**config.mk**
```make
export PLATFORM = sky130hd
export DESIGN_NAME = mem_stage
export DESIGN_NICKNAME = d
export VERILOG_FILES = /design/src/rtl/mem_stage.sv
export SDC_FILE = /design/constraint.sdc
export NUM_CORES = 1
export LEC_CHECK = 0
export ABC_CLOCK_PERIOD_IN_PS = 5570
export BUFFER_PORTS_ARGS = -buffer_cell sky130_fd_sc_hd__buf_2
export CORE_MARGIN = 2
export CORE_UTILIZATION = 45
export CTS_CLUSTER_SIZE = 16
export DETAILED_ROUTE_END_ITERATION = 6
export PLACE_DENSITY = 0.74
export SLEW_MARGIN = 10
export SYNTH_ARGS = -nofsm -noshare
export SYNTH_HDL_FRONTEND = slang
export SYNTH_SLANG_ARGS = --single-unit
```
**constraint.sdc**
```tcl
create_clock -name clk -period 5.57 [get_ports clk]
set_input_delay 1.114 -clock clk [delete_from_list [all_inputs] [get_ports clk]]
set_output_delay 1.114 -clock clk [all_outputs]
set_load 0.005 [all_outputs]
```
**src/rtl/mem_stage.sv**
```systemverilog
// Memory pipeline stage: ALU results pass through one register, and loads/stores run as a
// shared-bus master. Byte stores use an atomic read-modify-write. Optional: MEM_STAGE_ALIGN_TRAP_EN.
module mem_stage #(
    parameter int unsigned BUS_TIMEOUT = 0
) (
    input  logic        clk,
    input  logic        Nrst,
    input  logic        stall,
    input  logic        flush,
    input  logic        inbubble,
    input  logic [31:0] inpc,
    input  logic        in_write_reg,
    input  logic [3:0]  in_write_num,
    input  logic [31:0] in_write_data,
    input  logic        mem_valid,
    input  logic        mem_store,
    input  logic        mem_byte,
    input  logic [31:0] mem_addr,
    input  logic [31:0] mem_wdata,
    input  logic [3:0]  mem_dest,
    output logic        outstall,
    output logic        outbubble,
    output logic [31:0] outpc,
    output logic        write_reg,
    output logic [3:0]  write_num,
    output logic [31:0] write_data,
    output logic        bus_req,
    input  logic        bus_ack,
    output logic [31:0] bus_addr,
    input  logic [31:0] bus_rdata,
    output logic [31:0] bus_wdata,
    output logic        bus_rd,
    output logic        bus_wr,
    input  logic        bus_ready,
    output logic        outfault
);

    localparam logic [2:0] ST_IDLE = 3'd0;
    localparam logic [2:0] ST_ARB  = 3'd1;
    localparam logic [2:0] ST_RD   = 3'd2;
    localparam logic [2:0] ST_WR   = 3'd3;
    localparam logic [2:0] ST_HOLD = 3'd4;

    logic [2:0]  state_q, state_d;
    logic        op_store_q, op_store_d;
    logic        op_byte_q, op_byte_d;
    logic [31:0] op_addr_q, op_addr_d;
    logic [3:0]  op_dest_q, op_dest_d;
    logic [31:0] op_pc_q, op_pc_d;
    logic        kill_q, kill_d;
    logic [31:0] wdata_q, wdata_d;
    logic [31:0] res_q, res_d;
    logic [31:0] tmr_q, tmr_d;

    logic        obub_q, obub_d;
    logic [31:0] opc_q, opc_d;
    logic        owr_q, owr_d;
    logic [3:0]  onum_q, onum_d;
    logic [31:0] odata_q, odata_d;

    logic        misalign;
    logic        timed_out;
    logic        fin;
    logic [31:0] fin_data;
    logic        fin_kill;
    logic [7:0]  rd_byte;
    logic [31:0] merged;
    logic [31:0] load_res;

`ifdef MEM_STAGE_ALIGN_TRAP_EN
    logic fault_q;

    assign misalign = !mem_byte && (mem_addr[1:0] != 2'b00);

    // Registered pulse: one cycle per rejected misaligned word access.
    always_ff @(posedge clk or negedge Nrst) begin
        if (!Nrst) begin
            fault_q <= 1'b0;
        end else begin
            fault_q <= (state_q == ST_IDLE) && !stall && !flush && !inbubble && mem_valid &&
                       misalign;
        end
    end

    assign outfault = fault_q;
`else
    assign misalign = 1'b0;
    assign outfault = 1'b0;
`endif

    assign bus_addr   = {op_addr_q[31:2], 2'b00};
    assign bus_wdata  = wdata_q;
    assign outbubble  = obub_q;
    assign outpc      = opc_q;
    assign write_reg  = owr_q;
    assign write_num  = onum_q;
    assign write_data = odata_q;

    assign timed_out = (BUS_TIMEOUT != 0) && (tmr_q == 32'(BUS_TIMEOUT - 1)) && !bus_ready;

    // Little-endian lane select and byte merge for loads and read-modify-write stores.
    always_comb begin
        rd_byte = bus_rdata[7:0];
        merged  = bus_rdata;
        case (op_addr_q[1:0])
            2'd0: begin
                rd_byte = bus_rdata[7:0];
                merged  = {bus_rdata[31:8], op_wdata_lo()};
            end
            2'd1: begin
                rd_byte = bus_rdata[15:8];
                merged  = {bus_rdata[31:16], op_wdata_lo(), bus_rdata[7:0]};
            end
            2'd2: begin
                rd_byte = bus_rdata[23:16];
                merged  = {bus_rdata[31:24], op_wdata_lo(), bus_rdata[15:0]};
            end
            default: begin
                rd_byte = bus_rdata[31:24];
                merged  = {op_wdata_lo(), bus_rdata[23:0]};
            end
        endcase
        load_res = op_byte_q ? {24'd0, rd_byte} : bus_rdata;
    end

    // Store data for a byte store sits in wdata_q until the merge.
    function automatic logic [7:0] op_wdata_lo();
        return wdata_q[7:0];
    endfunction

    always_comb begin
        state_d    = state_q;
        op_store_d = op_store_q;
        op_byte_d  = op_byte_q;
        op_addr_d  = op_addr_q;
        op_dest_d  = op_dest_q;
        op_pc_d    = op_pc_q;
        kill_d     = kill_q;
        wdata_d    = wdata_q;
        res_d      = res_q;
        tmr_d      = tmr_q;
        obub_d     = obub_q;
        opc_d      = opc_q;
        owr_d      = owr_q;
        onum_d     = onum_q;
        odata_d    = odata_q;
        outstall   = 1'b0;
        bus_req    = 1'b0;
        bus_rd     = 1'b0;
        bus_wr     = 1'b0;
        fin        = 1'b0;
        fin_data   = res_q;
        fin_kill   = kill_q | flush;

        case (state_q)
            ST_IDLE: begin
                outstall = stall;
                if (!stall) begin
                    opc_d = inpc;
                    if (flush || inbubble || (mem_valid && misalign)) begin
                        obub_d = 1'b1;
                        owr_d  = 1'b0;
                    end else if (mem_valid) begin
                        outstall   = 1'b1;
                        obub_d     = 1'b1;
                        owr_d      = 1'b0;
                        state_d    = ST_ARB;
                        op_store_d = mem_store;
                        op_byte_d  = mem_byte;
                        op_addr_d  = mem_addr;
                        op_dest_d  = mem_dest;
                        op_pc_d    = inpc;
                        kill_d     = 1'b0;
                        wdata_d    = mem_wdata;
                    end else begin
                        obub_d  = 1'b0;
                        owr_d   = in_write_reg;
                        onum_d  = in_write_num;
                        odata_d = in_write_data;
                    end
                end
            end
            ST_ARB: begin
                bus_req  = 1'b1;
                outstall = 1'b1;
                if (bus_ack) begin
                    kill_d  = fin_kill;
                    tmr_d   = 32'd0;
                    state_d = (op_store_q && !op_byte_q) ? ST_WR : ST_RD;
                end else if (flush) begin
                    state_d  = ST_IDLE;
                    outstall = stall;
                end
            end
            ST_RD: begin
                bus_req  = 1'b1;
                bus_rd   = 1'b1;
                outstall = 1'b1;
                kill_d   = fin_kill;
                tmr_d    = tmr_q + 32'd1;
                if (bus_ready) begin
                    if (op_store_q) begin
                        wdata_d = merged;
                        tmr_d   = 32'd0;
                        state_d = ST_WR;
                    end else begin
                        fin      = 1'b1;
                        fin_data = load_res;
                    end
                end else if (timed_out) begin
                    state_d  = ST_IDLE;
                    obub_d   = 1'b1;
                    owr_d    = 1'b0;
                    outstall = stall;
                end
            end
            ST_WR: begin
                bus_req  = 1'b1;
                bus_wr   = 1'b1;
                outstall = 1'b1;
                kill_d   = fin_kill;
                tmr_d    = tmr_q + 32'd1;
                if (bus_ready) begin
                    fin      = 1'b1;
                    fin_data = res_q;
                end else if (timed_out) begin
                    state_d  = ST_IDLE;
                    obub_d   = 1'b1;
                    owr_d    = 1'b0;
                    outstall = stall;
                end
            end
            ST_HOLD: begin
                outstall = 1'b1;
                kill_d   = fin_kill;
                if (!stall) begin
                    state_d = ST_IDLE;
                    obub_d  = fin_kill;
                    owr_d   = !op_store_q && !fin_kill;
                    onum_d  = op_dest_q;
                    odata_d = res_q;
                    opc_d   = op_pc_q;
                end
            end
            default: state_d = ST_IDLE;
        endcase

        // Completion: publish now, or park the result in HOLD while downstream stalls.
        if (fin) begin
            outstall = stall;
            if (stall) begin
                state_d = ST_HOLD;
                res_d   = fin_data;
                kill_d  = fin_kill;
            end else begin
                state_d = ST_IDLE;
                obub_d  = fin_kill;
                owr_d   = !op_store_q && !fin_kill;
                onum_d  = op_dest_q;
                odata_d = fin_data;
                opc_d   = op_pc_q;
            end
        end
    end

    always_ff @(posedge clk or negedge Nrst) begin
        if (!Nrst) begin
            state_q    <= ST_IDLE;
            op_store_q <= 1'b0;
            op_byte_q  <= 1'b0;
            op_addr_q  <= 32'd0;
            op_dest_q  <= 4'd0;
            op_pc_q    <= 32'd0;
            kill_q     <= 1'b0;
            wdata_q    <= 32'd0;
            res_q      <= 32'd0;
            tmr_q      <= 32'd0;
            obub_q     <= 1'b1;
            opc_q      <= 32'd0;
            owr_q      <= 1'b0;
            onum_q     <= 4'd0;
            odata_q    <= 32'd0;
        end else begin
            state_q    <= state_d;
            op_store_q <= op_store_d;
            op_byte_q  <= op_byte_d;
            op_addr_q  <= op_addr_d;
            op_dest_q  <= op_dest_d;
            op_pc_q    <= op_pc_d;
            kill_q     <= kill_d;
            wdata_q    <= wdata_d;
            res_q      <= res_d;
            tmr_q      <= tmr_d;
            obub_q     <= obub_d;
            opc_q      <= opc_d;
            owr_q      <= owr_d;
            onum_q     <= onum_d;
            odata_q    <= odata_d;
        end
    end

endmodule

```
# Word-level counts from Yosys, hierarchy flattened

Cells that the tools add are included.

Mux-type cells: 77
Equality and inequality tests: 20
Reduce and logical (&&, ||, !) cells: 16
Div/mod/pow operators: 0
$mul: 0
Order comparisons: 0
Add/subtract/negate cells: 0
Shift-type cells: 0
Bitwise operators: 3

Operator list:

| operator             | count |
|---|---|
| $mux W32             | 19 |
| $pmux W32 S2         | 3 |
| $pmux W32 S3         | 1 |
| $mux W1              | 30 |
| $mux W3              | 10 |
| $mux W4              | 6 |
| $pmux W8 S3          | 1 |
| $ne A3 B3 Y1 const B | 6 |
| $pmux W3 S5          | 1 |
| $ne A2 B2 Y1 const B | 7 |
| $pmux W4 S2          | 1 |
| $reduce_and A8 Y1    | 1 |
| $reduce_and A7 Y1    | 1 |
| $eq A3 B2 Y1 const B | 2 |
| $pmux W1 S2          | 3 |
| $pmux W1 S3          | 2 |
| $reduce_and A6 Y1    | 1 |
| $reduce_or A3 Y1     | 2 |
| $ne A4 B4 Y1 const B | 1 |
| $reduce_and A4 Y1    | 1 |
| $eq A3 B1 Y1 const B | 1 |
| $eq A3 B3 Y1 const B | 1 |
| $logic_not A1 Y1     | 3 |
| $logic_not A3 Y1     | 1 |
| other kinds (9)      | 11 |

Memories kept: 0
Bits of input ports: 179
ROM bits: 0
RAM bits: 0
Logic and storage cells: 131
Register bits: 208
Output and inout bits: 139
Bits in latches: 0

# Longest topological paths before layout

Word-level depth: 8
Depth in mapped cells: 8
Mapped depth without buffers: 5

# Worst setup path after synthesis

No wires, ideal clock.

Path type: in2out
From: input port stall
To: output port outstall
Required time: 4.456 ns
Path buffers: 3
Setup slack: 2.209 ns
Stages: 5
Arrival: 2.247 ns
Cells stage by stage: buf_2 > nor4_4 > buf_2 > buf_2 > nor2_1

Word-level cells in the longest chain between the ends: 4
Elaborated cells between the ends (all ways): 5
Classes of those cells: 5 x mux

Ends and longest elaborated chain:

| what               | RTL line | source |
|---|---|---|
| start: declaration | 8        | `input logic stall,` |
| $mux W1            | 190      | `end else if (flush) begin` |
| $mux W1            | 186      | `if (bus_ack) begin` |
| $pmux W1 S3        | 155      | `case (state_q)` |
| $mux W1 (*)        | 249      | `if (fin) begin` |
| end: declaration   | 21       | `output logic outstall,` |

Mark *: on every way between the ends. The rest lies on a longest branch, timed or not.

# Final worst setup path

Same ends and word-level chain as after synthesis.

==> impl_metrics.tcl <==
set metrics [dict create \
    rsz0062_at_grt "false" \
    coreArea_um2 23300 \
    ys_types 52 \
    placed_area_um2 12100 \
    clkTransAtPathRegs_ps 60 \
    cts_post_setup_buffers_inserted 0 \
    cts_hold_buf 0 \
    critical_path_required_ps 4460 \
    grt_max_degree 79 \
    critPathLaunchType "input pin" \
    seq_area_frac_synth 0.491 \
    drt_iter0_drc 778 \
    synth-edff-count 0 \
    vias_per_cell 5.53 \
    grt-ovfl-total 0 \
    synthArstFlopShare 1.00 \
    synthCells 1216 \
    yosysWarnings 0 \
    cts_tree "built" \
    p_sw_mw 2.68 \
    die_y_um 158 \
    p_int_mw 4.39 \
    gr-usage-met2 0.432 \
    ctsResizeCount 0 \
    rows 56 \
    hold_viol 0 \
    instances_no_fill 1788 \
    max-slew-margin-rel 0.255 \
    cts_max_path_buffers 3 \
    gr-usage-met3 0.0581 \
    end_kind "output pin" \
    skew_ps 9.05 \
    fin_crit_ps 3580 \
    num_io_pins 318 \
    pwr_density_cell_nw_per_um2 549 \
    drt_first_pass_iters 5 \
    status "finished, final reports clean" \
    area_growth_syn_to_layout_pct 21.4 \
    start_util 0.455 \
    cp_cell_sequence "buf_2 > nor4_4 > nor2_1 > buf_2" \
    cp.arrival_ps 2460 \
    syn_area_per_cell_um2 8.73 \
    cts_max_level 1 \
    power.leakage_nw 6.44 \
    hold_ws_ps 467 \
    critical_path.max_fanout 20 \
    wl_per_cell_um 18.7 \
    worstMarginPinSlew_ps 1110 \
    min_path_type "reg2reg" \
    pwr-share-comb 0.395 \
    cts_buffers 23 \
    fin_util 0.552 \
    syn-cell-area_um2 10600 \
    drv_slew 0 \
    grt_use_total 0.261 \
    max_freq_mhz 280 \
    io_buffer_count 314 \
    grt_pass1_wl_um 51000 \
    place.gp.congestion 0.856 \
    ys_seq_elements 208 \
    cts_root_buf "clkbuf_16" \
    globalRouteMet1Util 0.337 \
    drv_cap 0 \
    drive_above_1_share 0.292 \
    drt_wl_total_um 33400 \
    die-width_um 158 \
    dp_hpwl_um 22800 \
    crit_type "in2out" \
    slowest_delay_ps 690 \
    cpMaxStageDelayCell "nor4_4" \
    crit_top_cell "buf_2" \
    place_inst 1746 \
    ir_drop_v 0.000252 \
    drc 0 \
    fin_area_um2 12900 \
    tns_ps 0 \
    swShare 0.379 \
    final_antenna_net_count 0 \
    mostFrequentLayoutCells "317 x nand2_1, 313 x buf_2, 206 x dfrtp_1" \
    dieArea_um2 24800 \
    worst-path-buf-inv 2 \
    period_share 0.642 \
    cts.sinks 208 \
    postSynth.topFlopCell "dfrtp_1" \
    crit_family "simple AND/OR/NAND/NOR gates" \
    layout.nets 1631 \
    final_common_cell "nand2_1" \
    seq_power_share 0.393 \
    clkPwrFrac 0.211 \
    setup_viol 0 \
    antenna_found_initial 5 \
    grt_busiest_layer "met2" \
    fill_cells 2171 \
    num_vias 9884 \
    grt_pass1_vias 9403 \
    clock_latency_ps 520 \
]
cell usage after synthesis (3+ instances only):
cell type | n | area, um2
nand2b_1 | 10 | 62.6
clkbuf_1 | 55 | 206
mux2i_1 | 33 | 330
inv_1 | 13 | 48.8
a221o_1 | 11 | 110
o22ai_1 | 52 | 325
o221a_2 | 7 | 78.8
buf_2 | 27 | 135
nor2b_1 | 12 | 75.1
a21oi_1 | 60 | 300
mux2_2 | 37 | 417
a211oi_1 | 4 | 30.0
dfrtp_1 | 207 | 5180
nor3_1 | 4 | 20.0
nor2_1 | 97 | 364
buf_1 | 6 | 22.5
o21ai_1 | 20 | 100
or3_1 | 3 | 18.8
a22oi_1 | 17 | 128
o21ai_0 | 55 | 275
nand3_1 | 62 | 310
and3_1 | 5 | 31.3
a31oi_1 | 8 | 50.1
a2bb2oi_1 | 24 | 210
buf_4 | 35 | 263
nor4_1 | 3 | 18.8
nand2_1 | 317 | 1190
power groups by stage:
stage | registers, mW | logic (mW) | clock network, mW
after CTS | 2.77 | 2.81 | 1.51
final | 2.78 | 2.80 | 1.49
after floorplan | 2.65 | 1.94 | 0
after global routing | 2.87 | 3.12 | 1.58
after global placement | 2.77 | 2.72 | 0
after detailed placement | 2.78 | 2.80 | 0
through the flow:
stage / worst slack [ps] / power, mW
finish: 1990 / 7.07
global route: 1970 / 7.57
CTS: 2040 / 7.09
detailed placement: 2030 / 5.58
global placement: 2080 / 5.48
floorplan: 2210 / 4.60
path summary, 6_finish.rpt:
kind	from	endpoint	slack (ps)	depth (start not counted)
hold reg to reg	op_addr_q[29]	op_addr_q[29]	470	2
max in group asynchronous	Nrst	outpc[8]	3810	2
setup reg to reg	state_q[2]	bus_wdata[6]	2260	6
hold / removal	op_addr_q[29]	op_addr_q[29]	470	2
min in group asynchronous	Nrst	res_q[24]	610	1
setup / recovery	stall	outstall	1990	4
per-layer routing:
layer	wire length, um	part of all wire
met1	13500	0.40
met2	16000	0.48
met3	2690	0.080
met4	1200	0.036
met5	44	0.0013
cell families (layout without fill, tap and decap cells):
group                  Yosys count  in the layout  synth area share
other                            1              7          0.000353
AOI/OAI and AO/OA              272            272             0.163
buffers and inverters          136            383            0.0637
DFF                            208            208             0.491
muxes                           72             72            0.0725
and+or+nand+nor                527            527             0.210
area by class of cell:
cell class                      instances  area (um2)  share of cell area
Sequential cell                       208        5210               0.404
Timing Repair Buffer                  332        1720               0.133
Antenna cell                            4        10.0            0.000777
Inverter                               13        48.8             0.00379
Tap cell                              319         399              0.0310
Clock inverter                          7        63.8             0.00496
Clock buffer                           31         656              0.0509
Multi-Input combinational cell        874        4780               0.371
worst reg2reg max path, stage by stage, from the launching register on:
cell	delay (ps)
dfrtp_2	580
buf_4	560
inv_1	500
nand3_2	190
buf_4	630
nand2_1	420
o2bb2a_1	370
Power figures use the tool's default switching activity.
